===== src/rtl/popcnt_accum.sv =====
// Accumulates per-word popcounts over a burst and presents the summed total,
// beat count and saturation/error flags with a valid/ready result handshake.
module popcnt_accum #(
   parameter int unsigned DATA_WIDTH = 256,
   parameter int unsigned ACC_WIDTH  = 32,
   parameter int unsigned WORD_WIDTH = 16
) (
   input  logic                  clk,
   input  logic                  rst,
   input  logic                  enable,
   input  logic                  in_valid,
   output logic                  in_ready,
   input  logic [DATA_WIDTH-1:0] in_count,
   input  logic                  in_last,
   output logic                  out_valid,
   input  logic                  out_ready,
   output logic [ACC_WIDTH-1:0]  out_total,
   output logic [WORD_WIDTH-1:0] out_words,
   output logic                  out_sat,
   output logic                  out_err
);

   localparam int unsigned CNT_W = $clog2(DATA_WIDTH + 1);
   localparam int unsigned SUM_W = ((ACC_WIDTH > CNT_W) ? ACC_WIDTH : CNT_W) + 1;
   localparam logic [ACC_WIDTH-1:0]  ACC_MAX  = '1;
   localparam logic [WORD_WIDTH-1:0] WORD_MAX = '1;

   typedef enum logic [1:0] {
      IDLE  = 2'd0,
      ACCUM = 2'd1,
      DONE  = 2'd2
   } state_t;

   state_t                r_state;
   state_t                w_state_nxt;
   logic                  w_accept;
   logic                  w_first;
   logic                  w_over;
   logic [CNT_W-1:0]      w_cnt_clamp;
   logic [ACC_WIDTH-1:0]  w_total_base;
   logic [WORD_WIDTH-1:0] w_words_base;
   logic [SUM_W-1:0]      w_sum;
   logic                  w_sum_sat;
   logic                  w_words_sat;
   logic [ACC_WIDTH-1:0]  w_total_nxt;
   logic [WORD_WIDTH-1:0] w_words_nxt;
   logic                  w_sat_nxt;
   logic                  w_err_nxt;

   logic [ACC_WIDTH-1:0]  r_total;
   logic [WORD_WIDTH-1:0] r_words;
   logic                  r_sat;
   logic                  r_err;
   logic                  r_out_valid;
   logic [ACC_WIDTH-1:0]  r_out_total;
   logic [WORD_WIDTH-1:0] r_out_words;
   logic                  r_out_sat;
   logic                  r_out_err;

   // State register
   always_ff @(posedge clk) begin
      if (rst) begin
         r_state <= IDLE;
      end else if (enable) begin
         r_state <= w_state_nxt;
      end
   end

   // Next-state logic
   always_comb begin
      w_state_nxt = r_state;
      case (r_state)
         IDLE:    if (w_accept) w_state_nxt = in_last ? DONE : ACCUM;
         ACCUM:   if (w_accept && in_last) w_state_nxt = DONE;
         DONE:    if (enable && out_ready) w_state_nxt = IDLE;
         default: w_state_nxt = IDLE;
      endcase
   end

   // Handshake outputs depend only on state and enable
   always_comb begin
      in_ready = 1'b0;
      w_accept = 1'b0;
      in_ready = enable && ((r_state == IDLE) || (r_state == ACCUM));
      w_accept = in_ready && in_valid;
   end

   // Clamp, accumulate and saturate; a beat in IDLE starts from zero
   always_comb begin
      w_first      = (r_state == IDLE);
      w_over       = (in_count > DATA_WIDTH'(DATA_WIDTH));
      w_cnt_clamp  = w_over ? CNT_W'(DATA_WIDTH) : CNT_W'(in_count);
      w_total_base = w_first ? '0 : r_total;
      w_words_base = w_first ? '0 : r_words;
      w_sum        = SUM_W'(w_total_base) + SUM_W'(w_cnt_clamp);
      w_sum_sat    = (w_sum > SUM_W'(ACC_MAX));
      w_words_sat  = (w_words_base == WORD_MAX);
      w_total_nxt  = w_sum_sat ? ACC_MAX : w_sum[ACC_WIDTH-1:0];
      w_words_nxt  = w_words_sat ? WORD_MAX : w_words_base + WORD_WIDTH'(1);
      w_sat_nxt    = (!w_first && r_sat) || w_sum_sat || w_words_sat;
      w_err_nxt    = (!w_first && r_err) || w_over;
   end

   // Running accumulators plus result registers captured on the last beat
   always_ff @(posedge clk) begin
      if (rst) begin
         r_total     <= '0;
         r_words     <= '0;
         r_sat       <= 1'b0;
         r_err       <= 1'b0;
         r_out_valid <= 1'b0;
         r_out_total <= '0;
         r_out_words <= '0;
         r_out_sat   <= 1'b0;
         r_out_err   <= 1'b0;
      end else if (enable) begin
         if (w_accept) begin
            r_total <= w_total_nxt;
            r_words <= w_words_nxt;
            r_sat   <= w_sat_nxt;
            r_err   <= w_err_nxt;
            if (in_last) begin
               r_out_valid <= 1'b1;
               r_out_total <= w_total_nxt;
               r_out_words <= w_words_nxt;
               r_out_sat   <= w_sat_nxt;
               r_out_err   <= w_err_nxt;
            end
         end else if ((r_state == DONE) && out_ready) begin
            r_out_valid <= 1'b0;
         end
      end
   end

   assign out_valid = r_out_valid;
   assign out_total = r_out_total;
   assign out_words = r_out_words;
   assign out_sat   = r_out_sat;
   assign out_err   = r_out_err;

endmodule


===== config.mk =====
export PLATFORM = sky130hd
export DESIGN_NAME = popcnt_accum
export DESIGN_NICKNAME = d
export VERILOG_FILES = /design/src/rtl/popcnt_accum.sv
export SDC_FILE = /design/constraint.sdc
export NUM_CORES = 1
export LEC_CHECK = 0
export ABC_AREA = 1
export CORE_AREA = 4 4 146 148
export DETAILED_ROUTE_END_ITERATION = 7
export DIE_AREA = 0 0 150 152
export GPL_TIMING_DRIVEN = 0
export PLACE_DENSITY = 0.77
export SETUP_SLACK_MARGIN = 0.05
export SYNTH_ARGS = -nofsm -noshare
export SYNTH_HDL_FRONTEND = slang
export SYNTH_SLANG_ARGS = --single-unit

===== constraint.sdc =====
create_clock -name clk -period 3.1 [get_ports clk]
set_input_delay 0.775 -clock clk [delete_from_list [all_inputs] [get_ports clk]]
set_output_delay 0.775 -clock clk [all_outputs]
set_load 0.02 [all_outputs]

Word level (Yosys, flattened, before mapping)
Cells that the tools add are included.

Logic and storage cells: 52. Bits in registers: 103. Output and inout port bits: 52. Input port bits: 262.

Add/sub/neg operators: 2. Multiplexer cells: 13. Reduce and logical (&&, ||, !) cells: 18. Magnitude comparators: 2. Equality and inequality tests: 7.

Operators by type and width (number): $gt 256x9->1 const B (1); $mux 32 (2); $add 32x9->33 (1); $gt 33x32->1 const B (1); $mux 16 (2); $add 16x1->16 const B (1); $eq 16x16->1 const B (1); $mux 9 (1); $mux 2 (4); $ne 2x2->1 const B (4); $logic_and 1x1->1 (7); $pmux 2 s3 (1); $reduce_and 3->1 (2); $logic_or 1x1->1 (4); $reduce_and 4->1 (1); $mux 1 (3); $eq 2x1->1 const B (1); $eq 2x2->1 const B (1); $logic_not 2->1 (1); $reduce_and 2->1 (1); $reduce_bool 2->1 (1); $logic_not 1->1 (1).

Logic depth before layout (Yosys ltp)
Gate-level depths: netlist (run 1).

Depth after elaboration: 7. Depth in mapped cells: 25. Depth with buffers taken out: 25.

Worst setup path after synthesis (run 1)
OpenSTA, ideal clock, no wires.

Path kind: input-to-reg. Start: input in_count[253]. End: register r_total[11]. Arrival: 3.228 ns. Setup time: 0.056 ns. Slack: -0.184 ns. Stages on the path: 24. Required time: 3.044 ns. Buffers on the path: 1. Cell sequence: nor2_1 > nand2_1 > nor2_1 > nand2_1 > nor2_1 > nand2_1 > nor2_1 > nand3_1 > nor2_1 > ha_1 > inv_1 > fa_1 > inv_1 > nand2_1 > nand2_1 > nand3_1 > nand2_1 > nand3_2 > nand2_2 > nand2_4 > buf_2 > nand3_1 > nand2_1 > inv_1.

Word-level cells in the longest chain between the ends: 5.

Ends and longest elaborated chain: start, declared (RTL line 13) `input logic [DATA_WIDTH-1:0] in_count,`; $gt 256x9->1 (*) (RTL line 91) `w_over = (in_count > DATA_WIDTH'(DATA_WIDTH));`; $mux 9 (*) (RTL line 92) `w_cnt_clamp = w_over ? CNT_W'(DATA_WIDTH) : CNT_W'(in_count);`; $add 32x9->33 (*) (RTL line 95) `w_sum = SUM_W'(w_total_base) + SUM_W'(w_cnt_clamp);`; $gt 33x32->1 (RTL line 96) `w_sum_sat = (w_sum > SUM_W'(ACC_MAX));`; $mux 32 (*) (RTL line 98) `w_total_nxt = w_sum_sat ? ACC_MAX : w_sum[ACC_WIDTH-1:0];`; end signal, assigned (RTL line 118) `r_total <= w_total_nxt;`; end, declared (RTL line 50) `logic [ACC_WIDTH-1:0] r_total;`.

Every way passes the cells marked *; elsewhere a longest branch is shown, timed or not. A chain may end at the register's enable or synchronous reset.

Worst setup path after layout (run 1)
Start: input in_count[8]. End: register r_total[28].

Word-level cells in the longest chain between the ends: 5.

Ends and longest elaborated chain (RTL line): $gt 256x9->1 (91); $mux 9 (*) (92); $add 32x9->33 (*) (95); $gt 33x32->1 (96); $mux 32 (*) (98).

Marked as above.

==> metrics.md, run 1 <==
| Metric | Value |
|---|---|
| Outcome | finished with violations |
| Violated checks | setup timing |
| Most frequent cells in the layout | nor2_1 (295), nand2_1 (218), inv_1 (171) |
| Commonest non-fill, non-tap cell in the layout | nor2_1 |
| EDFF count, synth | 0 |
| Remaining DRCs | 0 |
| Avg WL per Cell | 17.6 µm |
| Register area share after synthesis | 0.261 |
| I/O Buffers | 312 |
| Vias in the first global route | 9967 |
| Post-Syn Area | 7910 µm² |
| H-tree levels | 3 |
| Syn Area/Cell | 5.83 µm² |
| VDD IR max | 399 µV |
| Largest net degree at the start of global routing | 20 |
| FFs w/ async S/R, synth | 0 |
| Clk sinks | 103 |
| Reg2reg end | out_total[21] |
| Reg2Reg Depth | 17 |
| GRT Util Overall | 0.289 |
| Crit Path Category | input port to flip-flop |
| Final Hold Vio Count | 0 |
| Finished layout cell area | 12300 µm² |
| CTS Buffer Depth | 2 |
| Post-DP HPWL | 27200 µm |
| LEAKAGE | between 5 and 6 nW |
| Relative slew margins | 0.396 |
| Syn nets | approximately 1600 |
| Hold WC Path Type | flip-flop to flip-flop |
| Root buf cell | clkbuf_16 |
| DRT iter0 DRCs | 631 |
| CP Max Fanout | 5 |
| Worst-Margin Slew | approximately 0.91 ns |
| Setup crit end kind | flip-flop |
| Num CTS Buffers | 9 |
| Fin crit share | 1.08 |
| Ys Warns | 0 |
| Die area | 22800 µm² |
| Clk_skew | approximately 0.011 ns |
| Clk_lat worst skew | 0.37 ns |
| First-pass GRT wire length | 52400 µm |
| Worst setup margin | -0.256 ns |
| Final TNS setup | -12.21 ns |
| Final WL | ~35000 µm |
| Cell variety after synth | 39 |
| Height of the die | 152 µm |
| Worst Path Required | 3.41 ns |
| Top cell type's share of synthesized area | 0.261 |
| Unrepaired setup endpoints after global routing | true |
| Hold Path End | out_valid |
| Core ar. | 20000 µm² |
| GP Congestion | 0.968 |
| Hold Crit Start | out_valid |
| Placed Area | 11600 µm² |
| Max Freq | 298 MHz |
| Drt first pass iters | 7 |
| Effective utilization at floorplan | 0.395 |
| Via density | 5.14 |
| Area grow syn2layout | 55.2% |
| CTS tree | built |
| # hold bufs at CTS | 0 |
| Flop-to-flop setup slack | -0.06 ns |
| Top cells by area, synth | dfxtp_1 (26%), nor2_1 (16%), nand2_1 (13%) |
| PwrDens | between 200 and 300 nW/µm² |
| Final setup fails | 66 |
| Cells after Synth | 1358 |
| Row cnt | 52 |
| Antenna-violating nets left | 0 |
| Fin. max-slew vios | 0 |
| RR Startpoint | r_state[1] |
| Fin crit period | 3.36 ns |
| Arrival time worst endpoint | between 3 and 4 ns |
| Ports | 314 |
| Top FF cell, synth | dfxtp_1 |
| Area leader, netlist | dfxtp_1 |
| Synth Register Bits | 103 |
| Die width | 150 µm |
| Final cell count without fillers | approximately 2000 |
| Clock-pin slew on the worst setup and hold paths | 0.08 ns |
| Max Cap Violations | 0 |
| Grt total ovfl | 0 |
| # placed instances | 1940 |
| Nets | 1990 |
| Initial antenna violation count | 2 |
| Via Count | 10245 |
| Hold depth | 2 |
| Crit start category | input port |
| Fraction of layout cells with a size suffix above 1 | 0.257 |
## Yosys cell counts (16+ instances only)
library cell	instances
a21oi_1	37
clkbuf_1	22
dfxtp_1	103
inv_1	176
nand2_1	275
nand3_1	101
nand4_1	37
nor2_1	343
nor4_1	38
o211ai_1	16
o21a_1	20
o21ai_0	41
## how the worst max path moves through the flow
stage	slack, ns	cells past startpoint	endpoint	from
global route	-0.43	25	out_total[12]	in_count[8]
CTS	-0.17	25	out_total[21]	in_count[57]
finish	-0.26	24	r_total[28]	in_count[8]
floorplan	-0.04	24	r_total[19]	in_count[248]
global placement	-1.18	25	r_total[18]	in_count[199]
detailed placement	-1.22	25	out_total[21]	in_count[199]
## where the power goes
part           internal, mW  total, mW  switching [mW]
clock                 0.659       1.21           0.555
combinational         0.406      0.930           0.524
sequential             1.40       1.45          0.0494
## critical path, cell delays in order
cell and delay, ns:
dlygate4sd2_1 0.23, inv_1 0.05, nor3_1 0.19, nand2_1 0.10
nand2_2 0.12, nand2_2 0.08, nor2_4 0.16, nand3_4 0.12
nor2_4 0.13, ha_4 0.14, inv_2 0.04, fa_2 0.37
inv_2 0.06, nand2_2 0.05, nand2_2 0.08, nand3_2 0.07
nand2_2 0.09, buf_4 0.13, nand2_2 0.06, nand2_4 0.13
nand3_1 0.17, nand3_4 0.15, nor2_1 0.05, nor2_1 0.12
## state kept, by name, indices dropped and copies added, names as in the netlist
name	flops
r_sat	1
out_words	16
r_state	2
out_sat	1
r_total	32
out_total	32
out_valid	1
out_err	1
r_err	1
r_words	16
## kinds of logic after synthesis
logic type      after synthesis  synth area share
simple gates                857             0.480
fa+ha+maj                    11            0.0183
flops                       103             0.261
xor+xnor                     16            0.0177
compound gates              138             0.103
buf+inv                     233             0.120
## through the flow
stage          hold slack, ns  worst slack, ns  total power [mW]   util
4_1_cts                 0.488           -0.167              3.58  0.602
5_1_grt                 0.523           -0.429              3.74  0.613
2_1_floorplan           0.467          -0.0385              1.89      -
3_3_place_gp            0.465            -1.18              2.46  0.578
3_5_place_dp            0.468            -1.22              2.48  0.578
6_report                0.485           -0.256              3.60  0.613
## timing repair
action / 4_1_cts / 5_1_grt
endpoints found under the setup margin: 66 / 66
gates cloned: 3 / 1
pin swaps: 246 / 179
gates resized for setup: 675 / 188
setup buffers: 24 / 9
endpoints found under the hold margin: 0 / 0
## layout make-up
type	count	area (µm²)
fill	2005	7760
multi-input combinational	1023	5830
timing repair buffer	348	2760
sequential	103	2060
inverter	187	702
tap	270	338
buffer	45	282
clock buffer	11	243
clock inverter	5	63.8
antenna	1	2.50
## layer usage
| metal | share of wire | routed length (µm) | global-route usage | up-vias |
|---|---|---|---|---|
| met5 | 0.00034 | 12 | 0 | - |
| met4 | 0.035 | 1240 | 0.0993 | 2 |
| met3 | 0.078 | 2750 | 0.0673 | 88 |
| met2 | 0.47 | 16600 | 0.488 | 402 |
| met1 | 0.41 | 14500 | 0.360 | 4686 |
| li1 | - | - | - | 5067 |
No activity file was read; power rests on OpenSTA's default activity.
==> inputs of run 2 (changes only) <==
--- a/config.mk
+++ b/config.mk
@@ -6,9 +6,9 @@
 export NUM_CORES = 1
 export LEC_CHECK = 0
 export ABC_AREA = 1
-export CORE_AREA = 4 4 146 148
+export CORE_AREA = 5 5 147 149
 export DETAILED_ROUTE_END_ITERATION = 7
-export DIE_AREA = 0 0 150 152
+export DIE_AREA = 0 0 152 154
 export GPL_TIMING_DRIVEN = 0
 export PLACE_DENSITY = 0.77
 export SETUP_SLACK_MARGIN = 0.05
==> run 2 against run 1 <==
The flow still finishes with violations (setup timing); utilization is 1.1 points lower; combinational power is 2% higher; global-route usage is 1.1 points lower; non-clock buffer count is 14 lower; first-iteration DRC count is 34% higher; worst setup slack better by 0.13 ns; clock skew is 0.0015 ns higher; clock-buffer cell count is 1 lower; sequential share of layout area is 0.32 points higher; die area is 2.7% higher; sequential power hardly changed; critical path depth is 1 higher; critical endpoint is now out_total[29]; largest cell class unchanged.
==> metrics.md, run 2 (same netlist as run 1, synthesis figures left out) <==
| Metric | Value |
|---|---|
| Nets | 1976 (was 1990) |
| Fill cells | 1995 (was 2005) |
| Worst setup margin | -0.124 ns (was -0.256 ns) |
| Height of the die | 154 µm (was 152 µm) |
| Num CTS Buffers | 9 (unchanged) |
| Final setup fails | 66 (unchanged) |
| Grt total ovfl | 0 (unchanged) |
| Outcome | finished with violations (unchanged) |
| Finished layout cell area | 12100 µm² (was 12300 µm²) |
| Crit Path Category | input port to flip-flop (unchanged) |
| Clk_skew | 0.0127 ns (was 0.0112 ns) |
| Worst Path Required | 3.41 ns (about the same) |
| Row cnt | 52 (unchanged) |
| Unrepaired setup endpoints after global routing | true (unchanged) |
| Core ar. | 20000 µm² (unchanged) |
| Reg area | 2060 µm² (unchanged) |
| Setup crit end kind | flip-flop (unchanged) |
| Effective utilization at floorplan | 0.395 (unchanged) |
| H-tree levels | 3 (unchanged) |
| Worst-Margin Slew | 0.831 ns (was 0.906 ns) |
| Multi-input logic area | 5740 µm² (was 5830 µm²) |
| GP Congestion | 1.01 (was 0.968) |
| Root buf cell | clkbuf_16 (unchanged) |
| Max Freq | 310 MHz (was 298 MHz) |
| Drt first pass iters | 5 (was 7) |
| Clk_lat worst skew | 0.36 ns (was 0.37 ns) |
| Commonest non-fill, non-tap cell in the layout | nor2_1 (unchanged) |
| Largest net degree at the start of global routing | 20 (unchanged) |
| # diodes | 0 (was 1) |
| Final cell count without fillers | 1978 (was 1993) |
| CTS tree | built (unchanged) |
| Via Count | 10270 (was 10245) |
| Max Cap Violations | 0 (unchanged) |
| Pre-CTS WS | -1.18 ns (was -1.22 ns) |
| Clock-pin slew on the worst setup and hold paths | 0.07 ns (was 0.08 ns) |
| Final WL | 35500 µm (was 35000 µm) |
| Arrival time worst endpoint | 3.53 ns (was 3.66 ns) |
| Relative slew margins | 0.446 (was 0.396) |
| Remaining DRCs | 0 (unchanged) |
| Vias in the first global route | 9834 (was 9967) |
| Violated checks | setup timing (unchanged) |
| Crit path max-delay family | simple AND/OR/NAND/NOR gates (unchanged) |
| I/O Buffers | 312 (unchanged) |
| First-pass GRT wire length | 52500 µm (was 52400 µm) |
| Initial antenna violation count | 0 (was 2) |
| Area grow syn2layout | 52.3% (was 55.2%) |
| Final Hold Vio Count | 0 (unchanged) |
| Ports | 314 (unchanged) |
| DRT iter0 DRCs | 847 (was 631) |
| VDD IR max | 363 µV (was 399 µV) |
| Most frequent cells in the layout | nor2_1 (277), nand2_1 (236), inv_1 (172) (was nor2_1 (295), nand2_1 (218), inv_1 (171)) |
| GRT Util Overall | 0.278 (was 0.289) |
| Fin. max-slew vios | 0 (unchanged) |
| LEAKAGE | 5.38 nW (was 5.49 nW) |
| Fin crit share | 1.04 (was 1.08) |
| CP peak stage delay | 0.35 ns (was 0.37 ns) |
| PwrDens | 297 nW/µm² (was 293 nW/µm²) |
| CP max stage cell | fa_2 (unchanged) |
| Fraction of layout cells with a size suffix above 1 | 0.265 (was 0.257) |
| Avg WL per Cell | 17.9 µm (was 17.6 µm) |
| CTS Buffer Depth | 2 (unchanged) |
| Fin crit period | 3.22 ns (was 3.36 ns) |
| Placed Area | 11600 µm² (unchanged) |
| Antenna-violating nets left | 0 (unchanged) |
| Die area | 23400 µm² (was 22800 µm²) |
| CP Max Fanout | 6 (was 5) |
| # placed instances | 1940 (unchanged) |
| Hold WC Path Type | flip-flop to flip-flop (unchanged) |
| Die width | 152 µm (was 150 µm) |
| CP Buf/Inv Count | 5 (unchanged) |
| Via density | 5.19 (was 5.14) |
| Post-DP HPWL | 27600 µm (was 27200 µm) |
| Crit start category | input port (unchanged) |
| Clk sinks | 103 (unchanged) |
[run 2: cell types whose count changed in the layout (fill, tap and decap cells not counted), moves of 15 or more]
cell / before / now
buf_6: 18 / 33
clkbuf_2: 62 / 79
clkdlybuf4s15_1: 28 / 47
dlygate4sd2_1: 78 / 29
nand2_1: 218 / 236
nor2_1: 295 / 277
[run 2: stage by stage]
stage                     power, mW  hold WS [ns]   util  setup TNS, ns
final                          3.58         0.472  0.602          -5.56
after global routing           3.72         0.522  0.602         -16.34
after CTS                      3.54         0.475  0.591          -4.18
after detailed placement       2.48         0.456  0.578         -74.68
after global placement         2.46         0.458  0.578         -71.94
after floorplan                1.89         0.467      -          -1.19
[run 2: path summary, 6_finish.rpt]
kind,from,end,slack (ns),cells after the start
setup / recovery,in_count[70],out_total[29],-0.12,25
hold / removal,out_valid,out_valid,0.47,2
setup reg to reg,r_state[1],out_total[29],-0.05,17
hold reg to reg,out_valid,out_valid,0.47,2
[run 2: area by class of cell]
class / instances / share of cell area
clock buffer: 10 / 0.0190
tap: 270 / 0.0280
multi-input combinational: 1023 / 0.476
sequential: 103 / 0.171
inverter: 187 / 0.0582
buffer: 45 / 0.0245
timing repair buffer: 334 / 0.218
clock inverter: 6 / 0.00571
[run 2: per-layer routing]
| metal | global-route usage | up-vias | part of all wire |
|---|---|---|---|
| met1 | 0.353 | 4704 | 0.41 |
| li1 | - | 5037 | - |
| met3 | 0.0481 | 76 | 0.072 |
| met4 | 0.0702 | 0 | 0.024 |
| met2 | 0.490 | 453 | 0.49 |
| met5 | 0 | - | 0 |
[run 2: power by group]
part	leakage [nW]	switching [mW]	total [mW]	internal (mW)
Sequential	0.844	0.0495	1.45	1.40
Clock	0.149	0.547	1.18	0.635
Combinational	4.39	0.533	0.947	0.414
[run 2: repair_timing]
item                                    in CTS  in global routing
buffers inserted                            13                  6
pin swaps                                  212                197
cloned                                       3                  1
hold buffers                                 0                  0
endpoints found under the setup margin      66                 66
gates resized for setup                    714                256
[run 2: worst register-to-register path: stages (launching register included)]
cell and delay, ns:
dfxtp_1 0.36, nor2_2 0.17, buf_6 0.28, buf_6 0.24
buf_4 0.31, nor2_1 0.09, ha_1 0.37, nand2_2 0.12
inv_1 0.07, a21oi_2 0.18, nand2_4 0.09, nand3_4 0.10
nand2_8 0.09, nand2_8 0.14, buf_8 0.16, nand4_1 0.13
nand2_1 0.13, inv_1 0.04
==> inputs of run 3 (changes only) <==
--- a/config.mk
+++ b/config.mk
@@ -9,7 +9,6 @@
 export CORE_AREA = 5 5 147 149
 export DETAILED_ROUTE_END_ITERATION = 7
 export DIE_AREA = 0 0 152 154
-export GPL_TIMING_DRIVEN = 0
 export PLACE_DENSITY = 0.77
 export SETUP_SLACK_MARGIN = 0.05
 export SYNTH_ARGS = -nofsm -noshare
==> run 3 against run 2 <==
The flow still finishes with violations (setup timing); die area stayed put; critical path type unchanged; sequential share of layout area is 0.43 points lower; final area is 2.6% higher; clock power hardly changed; first-iteration DRC count is 19% lower; sequential power hardly changed; largest cell class unchanged; cell count is 1.1% higher.
==> metrics.md, run 3 (same netlist as run 1, synthesis figures left out) <==
| Metric | Value |
|---|---|
| I/O Buffers | 313 (was 312) |
| CP Buf/Inv Count | 5 (unchanged) |
| Die width | 152 µm (unchanged) |
| CTS Buffer Depth | 2 (unchanged) |
| Hold Crit Start | out_valid (unchanged) |
| Num CTS Buffers | 9 (unchanged) |
| Initial antenna violation count | 1 (was 0) |
| Arrival time worst endpoint | 3.56 ns (was 3.53 ns) |
| Worst-Margin Slew | 0.554 ns (was 0.831 ns) |
| Final Hold Vio Count | 0 (unchanged) |
| Row cnt | 52 (unchanged) |
| Reg2Reg Depth | 16 (was 17) |
| Fin crit share | 1.05 (was 1.04) |
| Antenna-violating nets left | 0 (unchanged) |
| # placed instances | 1965 (was 1940) |
| Remaining DRCs | 0 (unchanged) |
| Area grow syn2layout | 56.3% (was 52.3%) |
| CP max stage cell | fa_2 (unchanged) |
| Outcome | finished with violations (unchanged) |
| Final setup fails | 66 (unchanged) |
| Grt total ovfl | 0 (unchanged) |
| Max Freq | 307 MHz (was 310 MHz) |
| CTS tree | built (unchanged) |
| Fin. max-slew vios | 0 (unchanged) |
| Fin crit period | 3.26 ns (was 3.22 ns) |
| Hold WC Path Type | flip-flop to flip-flop (unchanged) |
| Unrepaired setup endpoints after global routing | true (unchanged) |
| Drt first pass iters | 5 (unchanged) |
| Root buf cell | clkbuf_16 (unchanged) |
| RR Startpoint | r_state[1] (unchanged) |
| Effective utilization at floorplan | 0.395 (unchanged) |
| Hold depth | 2 (unchanged) |
| Height of the die | 154 µm (unchanged) |
| Via Count | 10105 (was 10270) |
| Fraction of layout cells with a size suffix above 1 | 0.287 (was 0.265) |
| Hold Path End | out_valid (unchanged) |
| LEAKAGE | 5.54 nW (was 5.38 nW) |
| Via density | 5.05 (was 5.19) |
| Avg WL per Cell | 16.4 µm (was 17.9 µm) |
| GP Congestion | 1.02 (was 1.01) |
| Commonest non-fill, non-tap cell in the layout | nor2_1 (unchanged) |
| Largest net degree at the start of global routing | 65 (was 20) |
| Core ar. | 20000 µm² (unchanged) |
| Clk_lat worst skew | 0.36 ns (about the same) |
| VDD IR max | 354 µV (was 363 µV) |
| Worst setup margin | -0.155 ns (was -0.124 ns) |
| Crit-path cells | dlygate4sd2_1 -> nor2_1 -> nand4_1 -> nor2_1 -> nand2_1 -> nor2_2 -> nand3_2 -> nor2_2 -> ha_2 -> inv_2 -> fa_2 -> inv_2 -> nand2_2 -> nand2_2 -> nand3_2 -> nand2_4 -> nand3_4 -> nand2_8 -> nand2_8 -> buf_12 -> nand3_2 -> o21bai_1 -> inv_1 |
| Crit start category | input port (unchanged) |
| Die area | 23400 µm² (unchanged) |
| H-tree levels | 3 (unchanged) |
| Crit path max-delay family | simple AND/OR/NAND/NOR gates (unchanged) |
| Clk_skew | 0.00934 ns (was 0.0127 ns) |
| CP peak stage delay | 0.34 ns (was 0.35 ns) |
| Vias in the first global route | 9698 (was 9834) |
| First-pass GRT wire length | 49700 µm (was 52500 µm) |
| Cell mode on critical path | nand3_2 |
| GRT Util Overall | 0.258 (was 0.278) |
| Violated checks | setup timing (unchanged) |
| Setup crit end kind | flip-flop (unchanged) |
| Clk sinks | 103 (unchanged) |
| Final TNS setup | -6.84 ns (was -5.56 ns) |
| Crit Path Category | input port to flip-flop (unchanged) |
| Flop-to-flop setup slack | 0.48 ns (was -0.05 ns) |
| Final cell count without fillers | 2000 (was 1978) |
| Fill cells | 1958 (was 1995) |
| # hold bufs at CTS | 0 (unchanged) |
| Most frequent cells in the layout | nor2_1 (288), nand2_1 (232), inv_1 (169) (was nor2_1 (277), nand2_1 (236), inv_1 (172)) |
| Reg2reg end | r_total[21] (was out_total[29]) |
| Ports | 314 (unchanged) |
| Relative slew margins | 0.631 (was 0.446) |
| Final WL | 32700 µm (was 35500 µm) |
| CP Max Fanout | 7 (was 6) |
| Post-DP HPWL | 25300 µm (was 27600 µm) |
| PwrDens | 288 nW/µm² (was 297 nW/µm²) |
| DRT iter0 DRCs | 689 (was 847) |
| Worst Path Required | 3.41 ns (about the same) |
| Max Cap Violations | 0 (unchanged) |
| Nets | 1997 (was 1976) |
| Clock-pin slew on the worst setup and hold paths | 0.07 ns (about the same) |
==> run 3: per-stage QoR <==
step                instance area [µm²]  total power [mW]  setup slack [ns]  utilization  hold WS, ns
floorplan                          8120              1.89           -0.0385            -        0.467
global route                      12400              3.73            -0.348        0.617        0.496
global placement                  11900              2.45            -0.967        0.594        0.461
detailed placement                11900              2.47             -1.02        0.594        0.467
finish                            12400              3.57            -0.155        0.617        0.484
CTS                               11900              3.55           -0.0505        0.595        0.484
==> run 3: power by group <==
group / leakage, nW / total [mW] / switching (mW) / internal [mW]
logic: 4.54 / 0.924 / 0.501 / 0.422
registers: 0.844 / 1.45 / 0.0500 / 1.40
clock network: 0.152 / 1.19 / 0.532 / 0.658
==> run 3: tightest hold or removal path: stages, from the launching register on <==
cell     delay (ns)
dfxtp_1        0.32
nand2_1        0.07
a21oi_1        0.05
==> run 3: how the worst max path moves through the flow <==
stage	start	to	slack [ns]	depth (start not counted)
final	in_count[75]	r_sat	-0.16	23
after global routing	in_count[7]	out_total[20]	-0.35	25
after floorplan	in_count[248]	r_total[19]	-0.04	24
after CTS	in_count[252]	out_total[20]	-0.05	25
after detailed placement	in_count[248]	out_sat	-1.02	22
after global placement	in_count[248]	r_sat	-0.97	22
==> run 3: cell type report <==
class	count	area [µm²]	area share
Antenna cell	1	2.50	0.000202
Clock inverter	5	63.8	0.00516
Inverter	187	702	0.0568
Clock buffer	11	243	0.0196
Multi-Input combinational cell	1023	5750	0.465
Sequential cell	103	2060	0.167
Timing Repair Buffer	400	3210	0.260
Tap cell	270	338	0.0273
==> run 3: routing by layer <==
metal | global-route usage | vias to the layer above | share of wire
li1 | - | 5074 | -
met1 | 0.320 | 4574 | 0.42
met2 | 0.456 | 396 | 0.49
met3 | 0.0528 | 61 | 0.066
met4 | 0.0676 | 0 | 0.026
met5 | 0 | - | 0
==> run 3: what timing repair did <==
| action | in CTS | in global routing |
|---|---|---|
| setup buffers | 7 | 6 |
| pin swaps | 242 | 120 |
| endpoints found under the setup margin | 66 | 66 |
| gates resized for setup | 799 | 161 |
| cloned | 1 | 4 |
